**src/rtl/cbuf_stream_reader.sv**
```systemverilog
// Read-side controller for the vector pipeline circular buffer: issues reads,
// absorbs the buffer's one-cycle read latency and re-times words into a valid/ready stream.
module cbuf_stream_reader #(
    parameter int DATA_WIDTH = 4*64,
    parameter int OUT_DEPTH  = 2,
    parameter int CNT_WIDTH  = 16
) (
    input  logic                               clk,
    input  logic                               arst,
    input  logic                               buf_empty_i,
    input  logic [DATA_WIDTH-1:0]              buf_data_i,
    output logic                               buf_rd_en_o,
    output logic                               valid_o,
    input  logic                               ready_i,
    output logic [DATA_WIDTH-1:0]              data_o,
    output logic [$clog2(OUT_DEPTH+1)-1:0]     occupancy_o,
    output logic [CNT_WIDTH-1:0]               pop_cnt_o
);

    localparam int OCC_W = $clog2(OUT_DEPTH + 1);
    localparam int CRD_W = OCC_W + 1;
    localparam int PTR_W = (OUT_DEPTH > 1) ? $clog2(OUT_DEPTH) : 1;

    generate
        if (OUT_DEPTH < 2) begin : g_bad_depth
            $error("cbuf_stream_reader: OUT_DEPTH must be at least 2");
        end
    endgenerate

    logic [OCC_W-1:0]      count_q, count_d;
    logic [PTR_W-1:0]      head_q, head_d;
    logic [PTR_W-1:0]      tail_q, tail_d;
    logic                  inflight_q, inflight_d;
    logic [CNT_WIDTH-1:0]  pop_cnt_q, pop_cnt_d;
    logic [DATA_WIDTH-1:0] mem_q [OUT_DEPTH];
    logic [DATA_WIDTH-1:0] mem_d [OUT_DEPTH];

    logic             pop;
    logic [CRD_W-1:0] credit;

    function automatic logic [PTR_W-1:0] ptr_inc(input logic [PTR_W-1:0] p);
        return (p == PTR_W'(OUT_DEPTH - 1)) ? '0 : p + PTR_W'(1);
    endfunction

    // A read is allowed only if its word is guaranteed a slot when it lands,
    // counting the word already in flight and the slot freed by this cycle's pop.
    always_comb begin
        pop         = (count_q != '0) & ready_i;
        credit      = CRD_W'(count_q) + CRD_W'(inflight_q) - CRD_W'(pop);
        buf_rd_en_o = ~arst & ~buf_empty_i & (credit < CRD_W'(OUT_DEPTH));
    end

    always_comb begin
        mem_d      = mem_q;
        tail_d     = tail_q;
        head_d     = head_q;
        count_d    = count_q;
        pop_cnt_d  = pop_cnt_q;
        inflight_d = buf_rd_en_o;

        if (inflight_q) begin
            mem_d[tail_q] = buf_data_i;
            tail_d        = ptr_inc(tail_q);
        end

        if (pop) begin
            head_d    = ptr_inc(head_q);
            pop_cnt_d = pop_cnt_q + CNT_WIDTH'(1);
        end

        case ({inflight_q, pop})
            2'b10:   count_d = count_q + OCC_W'(1);
            2'b01:   count_d = count_q - OCC_W'(1);
            default: count_d = count_q;
        endcase
    end

    always_ff @(posedge clk or posedge arst) begin
        if (arst) begin
            count_q    <= '0;
            head_q     <= '0;
            tail_q     <= '0;
            inflight_q <= 1'b0;
            pop_cnt_q  <= '0;
            for (int i = 0; i < OUT_DEPTH; i++) begin
                mem_q[i] <= '0;
            end
        end else begin
            count_q    <= count_d;
            head_q     <= head_d;
            tail_q     <= tail_d;
            inflight_q <= inflight_d;
            pop_cnt_q  <= pop_cnt_d;
            mem_q      <= mem_d;
        end
    end

    assign valid_o     = (count_q != '0);
    assign data_o      = mem_q[head_q];
    assign occupancy_o = count_q;
    assign pop_cnt_o   = pop_cnt_q;

endmodule
```
**config.mk**
```make
export PLATFORM = sky130hd
export DESIGN_NAME = cbuf_stream_reader
export DESIGN_NICKNAME = d
export VERILOG_FILES = /design/src/rtl/cbuf_stream_reader.sv
export SDC_FILE = /design/constraint.sdc
export NUM_CORES = 1
export LEC_CHECK = 0
export ABC_CLOCK_PERIOD_IN_PS = 20000
export CAP_MARGIN = 20
export CORE_MARGIN = 3
export CORE_UTILIZATION = 50
export DETAILED_ROUTE_END_ITERATION = 6
export PLACE_DENSITY = 0.8
export SKIP_LAST_GASP = 1
export SLEW_MARGIN = 20
export SYNTH_ARGS = -nofsm -noshare
export SYNTH_HDL_FRONTEND = slang
export SYNTH_SLANG_ARGS = --single-unit
```
**constraint.sdc**
```tcl
create_clock -name clk -period 20 [get_ports clk]
set_input_delay 2 -clock clk [delete_from_list [all_inputs] [get_ports clk]]
set_output_delay 2 -clock clk [all_outputs]
set_load 0.01 [all_outputs]
```
==> results of run 1 <==
-- cells by family (layout without fill, tap and decap cells) --
family / after synthesis / after routing / synth area share
adders and majority gates: 4 / 4 / 0.00250
muxes: 768 / 768 / 0.375
buffers and inverters: 88 / 640 / 0.0280
and+or+nand+nor: 33 / 33 / 0.00765
AOI/OAI and AO/OA: 2 / 2 / 0.000760
other: 0 / 12 / 0
xor gates and xnor gates: 21 / 21 / 0.00797
DFF: 533 / 533 / 0.578
-- power by group through the flow --
stage,registers (mW),clock network [mW],logic [mW]
6_report,1.90,0.952,2.51
3_3_place_gp,1.87,0,2.48
4_1_cts,1.90,0.976,2.54
2_1_floorplan,1.81,0,1.50
3_5_place_dp,1.91,0,2.52
5_1_grt,1.97,1.02,2.67
-- critical path, cell delays in order --
cell and delay, ns:
clkdlybuf4s50_1 0.44, o21ai_2 0.17, inv_1 0.17, ha_1 0.34, or2b_1 0.24, fa_1 0.37
xor2_1 0.15, nor4b_1 0.47, clkdlybuf4s50_1 0.65
-- routing by layer --
layer,vias to the layer above,global-route usage,part of all wire
li1,6244,-,-
met1,7120,0.258,0.37
met2,422,0.381,0.50
met3,127,0.0886,0.091
met4,10,0.106,0.039
met5,-,0,0.0010
-- final timing paths --
kind                                 end  cells after the start          start  slack, ns
max                          buf_rd_en_o                      9        ready_i      12.99
min                        pop_cnt_o[15]                      1  pop_cnt_o[15]       0.49
max reg2reg                   mem_q[318]                      5     inflight_q      16.59
min reg2reg                pop_cnt_o[15]                      1  pop_cnt_o[15]       0.49
max in group asynchronous     mem_q[210]                      4           arst      15.67
min in group asynchronous     mem_q[416]                      2           arst       2.06
-- final cells by class --
type	count	area, um^2
antenna	12	30.0
clock buffer	80	1570
clock inverter	9	81.3
fill	3236	15100
inverter	3	18.8
multi-input combinational	828	9100
sequential	533	13300
tap	600	751
timing repair buffer	548	5480
-- layout by cell type (no fill, tap or decap), types with 5 or more instances in the layout --
cell type / n
clkdlybuf4s50_1: 535
nand3_1: 5
xor2_1: 7
clkbuf_1: 15
dfrtp_1: 532
diode_2: 12
buf_4: 10
clkinv_2: 5
clkbuf_16: 55
nand2_1: 11
clkbuf_8: 10
mux2_2: 768
xnor2_1: 14
-- stage by stage --
| step | cells | cell area (um^2) | hold WS [ns] |
|---|---|---|---|
| floorplan | 1449 | 23100 | 0.463 |
| global route | 2611 | 30400 | 0.495 |
| global placement | 2512 | 28700 | 0.466 |
| detailed placement | 2512 | 28700 | 0.470 |
| CTS | 2601 | 30300 | 0.486 |
| finish | 2613 | 30400 | 0.486 |
-- flip-flops by register name, indices dropped and copies added, names as in the netlist --
signal / count
inflight_q: 1
head_q: 1
occupancy_o: 2
mem_q: 512
pop_cnt_o: 16
tail_q: 1
==> results.md, run 1 <==
* Pins Over Slew Limit at 0
* Synth top area cells: dfrtp_1 58%, mux2_2 37%, buf_4 1.1%
* Hold Vio Cnt, Final at 0
* First-pass DRT Iterations at 4
* Overall power at 5.36 mW
* Gr usage total at 0.228
* Layout area overhead at 31.7%
* CP max FO at 6
* Setup WS pre-CTS at about 13 ns
* Pleak at approximately 13 nW
* Fmax at around 140 MHz
* Area leader, netlist: dfrtp_1
* Final WS setup at around 13 ns
* Count leader, synth: mux2_2
* Min Tclk post-route at ~7 ns
* Setup tns final at 0 ns
* Syn Nets at 1713
* Clk_lat worst skew at 0.59 ns
* #FFs+latches synth at approximately 530
* Area share of the leading cell type in the synthesized netlist at 0.578
* Yosys cell types at 24
* Chip width at around 220 um
* Post-CTS sizing at 0
* CTS Sinks at ~530
* Crit path DAT at 5.01 ns
* Pin count of the biggest net entering global routing at 169
* Vias in the first global route at between 15000 and 20000
* Period utilisation layout at 0.350
* Avg WL per Cell at ~22 um
* Top_reg_cell synth: dfrtp_1
* Site row count at 78
* Req. time, crit path at between 15 and 20 ns
* Peak supply drop at about 110 uV
* Routability cong. at between 0.7 and 0.8
* Via count at roughly 14000
* Max_cap viols at 0
* Synthesized area per cell at 15.9 um^2
* Reg power frac at 0.354
* First-pass GRT wire length at between 80 and 90 mm
* Ys async rst share at 1.00
* Max-slew headroom at 0.280
* Power Density at ~180 nW/um^2
* Outcome: complete, no violations
* EDFF count, synth at 0
* Worst-Margin Slew at between 1 and 1.5 ns
* Critical Path End Type: primary output
* Hold Crit Class: reg -> reg
* Register area share after synthesis at 0.578
* CP Launch Type: primary input
* Area of the die at between 40000 and 50000 um^2
* DRC viols at 0
* Synth top cells by count: 768 x mux2_2, 533 x dfrtp_1, 34 x buf_4, 30 x buf_2, 20 x buf_6
* DIE HEIGHT at about 220 um
* Core area at between 40000 and 50000 um^2
* IO Port Bufs at ~540
* Crit Path Category: in -> out
* Antenna Nets Post-Route at 0
* Final Skew at about 0.017 ns
* Initial antenna violation count at 18
* Nets@finish at between 2000 and 2500
* Clock share of power at 0.178
* Grt ovf at 0
* Mean number of vias per cell at around 5.3
* Combinational share of power at 0.468
* CTS Hold Buffers Added at 0
* Initial DRC count at approximately 640
* Post-DP HPWL at ~39 mm
* RSZ-0062 raised after global routing: no
* Setup Buffers After CTS at 0
* Initial Utilization at 0.507
* Share of layout cells above drive strength 1 at 0.432
* Worst-path clk slew at approximately 0.060 ns
* Inserted Clock Buffers at between 50 and 60
* Switch share at 0.305
* CTS Buffer Depth at 3
* Total number of yosys warnings at 0
* Count of final setup violators at 0
* P_int at roughly 3.7 mW
* Post-Syn Area at 23100 um^2
* Cells after Synth at between 1000 and 1500
* Root Driver: clkbuf_16
* CTS tree: done
* I/O Pins at 536
* End-of-flow core utilization at 0.668
* H-tree depth at 2
* Psw at approximately 1.6 mW
* Drt total wl at 56.8 mm
Power figures use the tool's default switching activity.
==> run 2: changes to the inputs <==
ABC_CLOCK_PERIOD_IN_PS = 5600   (was 20000)
CORE_UTILIZATION = 46   (was 50)
PLACE_DENSITY = 0.77   (was 0.8)
clock period = 5.6 ns   (was 20 ns; I/O delays follow)
==> results.md, run 2 (synthesis gave the netlist of run 1 again) <==
* Final WS setup at 1.31 ns (-11.68 ns)
* Most common cell after layout, fill and taps aside: mux2_2
* Grt ovf at 0 (unchanged)
* Clock share of power at 0.189 (+0.011)
* Fmax at around 230 MHz
* Setup WS pre-CTS at 1.59 ns (-11.38 ns)
* Final Instance Count excl. Fillers at 2687 (+2.8%)
* Psw at 5.96 mW (+260%)
* Setup tns final at 0 ns (unchanged)
* Hold Crit Class: reg -> reg
* CP Launch Type: flop
* Share of layout cells above drive strength 1 at 0.434 (+0.00224)
* Vias in the first global route at 15679 (+2.3%)
* Period utilisation layout at 0.766
* CTS tree: done
* Nets@finish at 2234 (+0.045%)
* Initial Utilization at 0.468 (-0.0389)
* Setup Buffers After CTS at 0 (unchanged)
* Max_cap viols at 0 (unchanged)
* # fillers at 3755 (+16%)
* Peak supply drop at 420 uV (+270%)
* Drt total wl at 57.3 mm (+0.88%)
* DIE HEIGHT at 230 um (+4.1%)
* Crit path DAT at 3.73 ns (-1.28 ns)
* Switch share at 0.306 (+0.000316)
* Worst-Margin Slew at 0.991 ns (-0.0892 ns)
* P_int at 13.5 mW (+260%)
* Initial antenna violation count at 15 (-3)
* Count of final setup violators at 0 (unchanged)
* Via count at 13932 (+0.065%)
* Clk_lat worst skew at 0.58 ns (about the same)
* Layout area overhead at 33.2%
* Outcome: complete, no violations
* Post-DP HPWL at 38.5 mm (-0.61%)
* H-tree depth at 2 (unchanged)
* Commonest cells after routing, fill and taps aside: 768 x mux2_2, 535 x clkdlybuf4s50_1, 532 x dfrtp_1
* Post-CTS sizing at 0 (unchanged)
* First-pass GRT wire length at 89.3 mm (+3.8%)
* CTS Sinks at 533 (unchanged)
* Avg WL per Cell at 21.3 um (-1.9%)
* Routability cong. at 0.871 (+9.0%)
* CTS Hold Buffers Added at 0 (unchanged)
* Max-slew headroom at 0.338 (+0.0581)
* Critical Path End Type: primary output
* Core area at 49300 um^2 (+8.3%)
* Antenna Nets Post-Route at 0 (unchanged)
* Inserted Clock Buffers at 57 (+3.6%)
* Hold Crit Start: pop_cnt_o[15]
* Root Driver: clkbuf_16
* RSZ-0062 raised after global routing: no
* Pin count of the biggest net entering global routing at 141 (-17%)
* IO Port Bufs at 535 (unchanged)
* CP max FO at 7 (+1)
* Min Tclk post-route at around 4.3 ns
* R2R Path Start: occupancy_o[1]
* End-of-flow core utilization at 0.624 (-0.0442)
* Mean number of vias per cell at 5.18 (-2.7%)
* Final Skew at 0.00895 ns (-0.00777 ns)
* I/O Pins at 536 (unchanged)
* Crit Path Category: reg -> out
* Pins Over Slew Limit at 0 (unchanged)
* Initial DRC count at 559 (-12%)
* Combinational share of power at 0.464 (-0.004)
* CTS Buffer Depth at 3 (unchanged)
* Worst-path clk slew at 0.06 ns (about the same)
* Site row count at 81 (+3.8%)
* Dpl cells at 2575 (+2.5%)
* Hold Vio Cnt, Final at 0 (unchanged)
* Pleak at 12.8 nW (+0.90%)
* Crit path launch: occupancy_o[1]
* Max reg flops at 512 (unchanged)
* First-pass DRT Iterations at 5 (+1)
* Req. time, crit path at 5.04 ns (-12.96 ns)
* Top reg by flops: mem_q
* Chip width at 230 um (+4.1%)
* Area of the die at 52900 um^2 (+8.5%)
* Reg power frac at 0.347 (-0.007)
* Power Density at 635 nW/um^2 (+260%)
* DRC viols at 0 (unchanged)
* Gr usage total at 0.214 (-0.0135)
==> run 2: changes by cell type in the layout (fill, tap and decap cells not counted), moves of 2 or more <==
| cell | previous run | this run |
|---|---|---|
| buf_12 | 2 | 9 |
| buf_4 | 10 | 3 |
| diode_2 | 12 | 7 |
| clkbuf_1 | 15 | 19 |
| clkbuf_16 | 55 | 59 |
| clkinv_2 | 5 | 9 |
| clkbuf_8 | 10 | 13 |
| clkinvlp_4 | 0 | 3 |
| inv_6 | 3 | 1 |
==> run 2: layer usage <==
metal | global-route usage | wire [um] | up-vias
li1 | - | - | 6241
met1 | 0.247 | 21700 | 7151
met5 | 0 | 110 | -
met4 | 0.0859 | 2060 | 16
met2 | 0.362 | 28600 | 407
met3 | 0.0803 | 4840 | 117
==> run 2: worst max-delay path, stage by stage, from the launching register on <==
cell and delay [ns]:
dfrtp_1 0.49, o21ai_2 0.40, inv_1 0.18, ha_1 0.35, or2b_1 0.25, fa_1 0.38
xor2_1 0.16, nor4b_1 0.33, clkdlybuf4s50_1 0.61
==> run 2: final timing paths <==
kind / end / slack, ns / cells past startpoint
min in group asynchronous: tail_q / 0.69 / 2
hold / removal: pop_cnt_o[15] / 0.50 / 1
hold reg to reg: pop_cnt_o[15] / 0.50 / 1
setup / recovery: buf_rd_en_o / 1.31 / 8
setup reg to reg: inflight_q / 2.94 / 7
max in group asynchronous: mem_q[92] / 3.62 / 3
==> run 2: power groups by stage <==
| stage | clock network (mW) | logic (mW) | registers [mW] |
|---|---|---|---|
| 2_1_floorplan | 0 | 5.35 | 6.47 |
| 3_3_place_gp | 0 | 8.93 | 6.64 |
| 3_5_place_dp | 0 | 9.07 | 6.82 |
| 4_1_cts | 3.80 | 9.15 | 6.77 |
| 5_1_grt | 3.96 | 9.60 | 7.02 |
| 6_report | 3.69 | 9.06 | 6.76 |
==> run 2: final cells by class <==
cell class | count | area (um^2) | share of cell area
inverter | 3 | 15.0 | 0.000489
sequential | 533 | 13300 | 0.434
tap | 664 | 831 | 0.0270
antenna | 7 | 17.5 | 0.000570
clock buffer | 91 | 1730 | 0.0562
clock inverter | 14 | 129 | 0.00420
multi-input combinational | 828 | 9100 | 0.296
timing repair buffer | 547 | 5560 | 0.181
==> run 2: per-stage QoR <==
| step | hold WS (ns) | power, mW | instance area (um^2) |
|---|---|---|---|
| after floorplan | 0.463 | 11.8 | 23100 |
| after global placement | 0.467 | 15.6 | 28800 |
| after detailed placement | 0.474 | 15.9 | 28800 |
| after CTS | 0.490 | 19.7 | 30700 |
| after global routing | 0.507 | 20.6 | 30700 |
| final | 0.495 | 19.5 | 30700 |
==> run 3: changes to the inputs <==
ABC_CLOCK_PERIOD_IN_PS = 4450   (was 5600)
CORE_UTILIZATION = 50   (was 46)
PLACE_DENSITY = 0.8   (was 0.77)
clock period = 4.45 ns   (was 5.6 ns; I/O delays follow)
==> results.md, run 3 (synthesis gave the netlist of run 1 again) <==
* Count of final setup violators at 0 (unchanged)
* Clock share of power at 0.189 (about the same)
* # fillers at 3184 (-15%)
* First-pass DRT Iterations at 4 (-1)
* Antenna Nets Post-Route at 0 (unchanged)
* CTS Buffer Depth at 3 (unchanged)
* Post-DP HPWL at 39.9 mm (+3.6%)
* Initial antenna violation count at 17 (+2)
* Design area at 30800 um^2 (+0.24%)
* Worst-path clk slew at 0.06 ns (about the same)
* Met3 GRT Util at 0.0799 (-0.000354)
* Reg power frac at 0.347 (about the same)
* Hold Vio Cnt, Final at 0 (unchanged)
* Final Instance Count excl. Fillers at 2633 (-2.0%)
* Min Tclk post-route at 4.18 ns
* RSZ-0062 raised after global routing: no
* Max reg flops at 512 (unchanged)
* Clk_lat worst skew at 0.59 ns (about the same)
* Max_cap viols at 0 (unchanged)
* Overall power at 24.7 mW (+26%)
* Crit-path cells: o21ai_2 > inv_1 > ha_1 > or2b_1 > fa_1 > xor2_1 > nor4b_1 > clkdlybuf4s50_1
* Core area at 45500 um^2 (-7.7%)
* CTS tree: done
* GR met1 Demand/Resource at 0.267 (+0.0199)
* Setup Buffers After CTS at 0 (unchanged)
* Req. time, crit path at 4.01 ns (-1.03 ns)
* Site row count at 78 (-3.7%)
* Pins Over Slew Limit at 0 (unchanged)
* Slowest cell delay on critical path at 0.61 ns (about the same)
* Area of the die at 48700 um^2 (-7.8%)
* Final Skew at 0.0159 ns (+0.00699 ns)
* IO Port Bufs at 535 (unchanged)
* Hold Crit Class: in -> async
* Power Density at 801 nW/um^2 (+26%)
* Pleak at 12.9 nW (+0.67%)
* Worst-Margin Slew at 0.851 ns (-0.139 ns)
* Vias in the first global route at 15516 (-1.0%)
* Via count at 14039 (+0.77%)
* Most common cell after layout, fill and taps aside: mux2_2
* Psw at 7.52 mW (+26%)
* Outcome: complete, no violations
* Top reg by flops: mem_q
* Layout area overhead at 33.5%
* Initial Utilization at 0.507 (+0.0389)
* Nets@finish at 2244 (+0.45%)
* Post-CTS sizing at 0 (unchanged)
* Dpl cells at 2523 (-2.0%)
* CP Launch Type: flop
* I/O Pins at 536 (unchanged)
* End-of-flow core utilization at 0.677 (+0.0534)
* Switch share at 0.305 (-0.000604)
* Peak supply drop at 531 uV (+26%)
* Max-slew headroom at 0.433 (+0.0944)
* P_int at 17.1 mW (+26%)
* Commonest cells after routing, fill and taps aside: 768 x mux2_2, 535 x clkdlybuf4s50_1, 532 x dfrtp_1
* Mean number of vias per cell at 5.33 (+2.8%)
* CTS Sinks at 533 (unchanged)
* GRT Max-Usage Layer: met2
* Period utilisation layout at 0.939
* Inserted Clock Buffers at 55 (-3.5%)
* Setup tns final at 0 ns (unchanged)
* Fmax at 239 MHz
* First-pass GRT wire length at 87.4 mm (-2.1%)
* Combinational share of power at 0.465 (about the same)
* Initial DRC count at 500 (-11%)
* Root Driver: clkbuf_16
* Critical Path End Type: primary output
* CTS Hold Buffers Added at 0 (unchanged)
* Grt ovf at 0 (unchanged)
* Critical-path top delay cell: clkdlybuf4s50_1
* Grt met2 use at 0.400 (+0.0384)
* Post-DP Area at 28900 um^2 (+0.28%)
* Gr usage total at 0.231 (+0.0168)
* Routability cong. at 0.851 (-2.3%)
* Share of layout cells above drive strength 1 at 0.437 (+0.00323)
* Chip width at 221 um (-4.0%)
* Drt total wl at 58.1 mm (+1.4%)
* DRC viols at 0 (unchanged)
* CP max FO at 7 (unchanged)
* Avg WL per Cell at 22.1 um (+3.5%)
* DIE HEIGHT at 221 um (-4.0%)
* Crit path DAT at 3.73 ns (about the same)
* Pin count of the biggest net entering global routing at 127 (-9.9%)
* H-tree depth at 2 (unchanged)
* Crit Path Category: reg -> out
run 3: changes by cell type in the layout (fill, tap and decap cells not counted), sizes merged, moves of 2 or more:
cell	delta
buf	+12
diode	+2
clkbuf	-4
clkinvlp	-2
bufinv	+2
run 3: worst paths after layout:
kind | start | endpoint | slack [ns] | cells after the start
min in group clk | buf_empty_i | inflight_q | 0.42 | 2
setup / recovery | occupancy_o[1] | buf_rd_en_o | 0.27 | 8
setup reg to reg | occupancy_o[1] | inflight_q | 1.79 | 7
hold reg to reg | pop_cnt_o[15] | pop_cnt_o[15] | 0.48 | 1
hold / removal | arst | pop_cnt_o[15] | 0.41 | 2
max in group asynchronous | arst | mem_q[490] | 2.89 | 4
run 3: metrics by stage:
step,hold WS (ns),worst slack (ns)
after global placement,0.464,0.695
after global routing,0.405,0.0498
after CTS,0.384,0.207
after floorplan,0.463,-3.24
final,0.409,0.274
after detailed placement,0.461,0.707
run 3: critical path, delay by kind of cell, from the launching register on:
family / cells / cell delay, ns
flip-flops: 1 / 0.49
XOR/XNOR: 1 / 0.15
buffers and inverters: 2 / 0.78
adder cells (fa/ha/maj): 2 / 0.74
AND/OR/NAND/NOR: 2 / 0.59
AO/OA/AOI/OAI: 1 / 0.38
run 3: layout make-up:
class                   instances  area (um^2)  area share
flip-flops and latches        533        13300       0.433
multi-input cells             828         9100       0.295
repair buffers                559         5720       0.186
clock buffers                  87         1670      0.0542
well taps                     600          751      0.0244
clock inverters                14          174     0.00565
diodes                          9         22.5    0.000732
inverters                       3         15.0    0.000488
run 3: power groups by stage:
stage | Sequential (mW) | Clock (mW) | Combinational (mW)
floorplan | 8.14 | 0 | 6.73
CTS | 8.55 | 4.75 | 11.6
finish | 8.55 | 4.65 | 11.5
global placement | 8.37 | 0 | 11.3
detailed placement | 8.61 | 0 | 11.5
global route | 8.84 | 4.96 | 12.2
run 3: per-layer routing:
metal | share of wire | vias up | wire length [um]
li1 | - | 6262 | -
met1 | 0.37 | 7237 | 21800
met2 | 0.51 | 410 | 29600
met3 | 0.083 | 112 | 4850
met4 | 0.030 | 18 | 1770
met5 | 0.0020 | - | 115
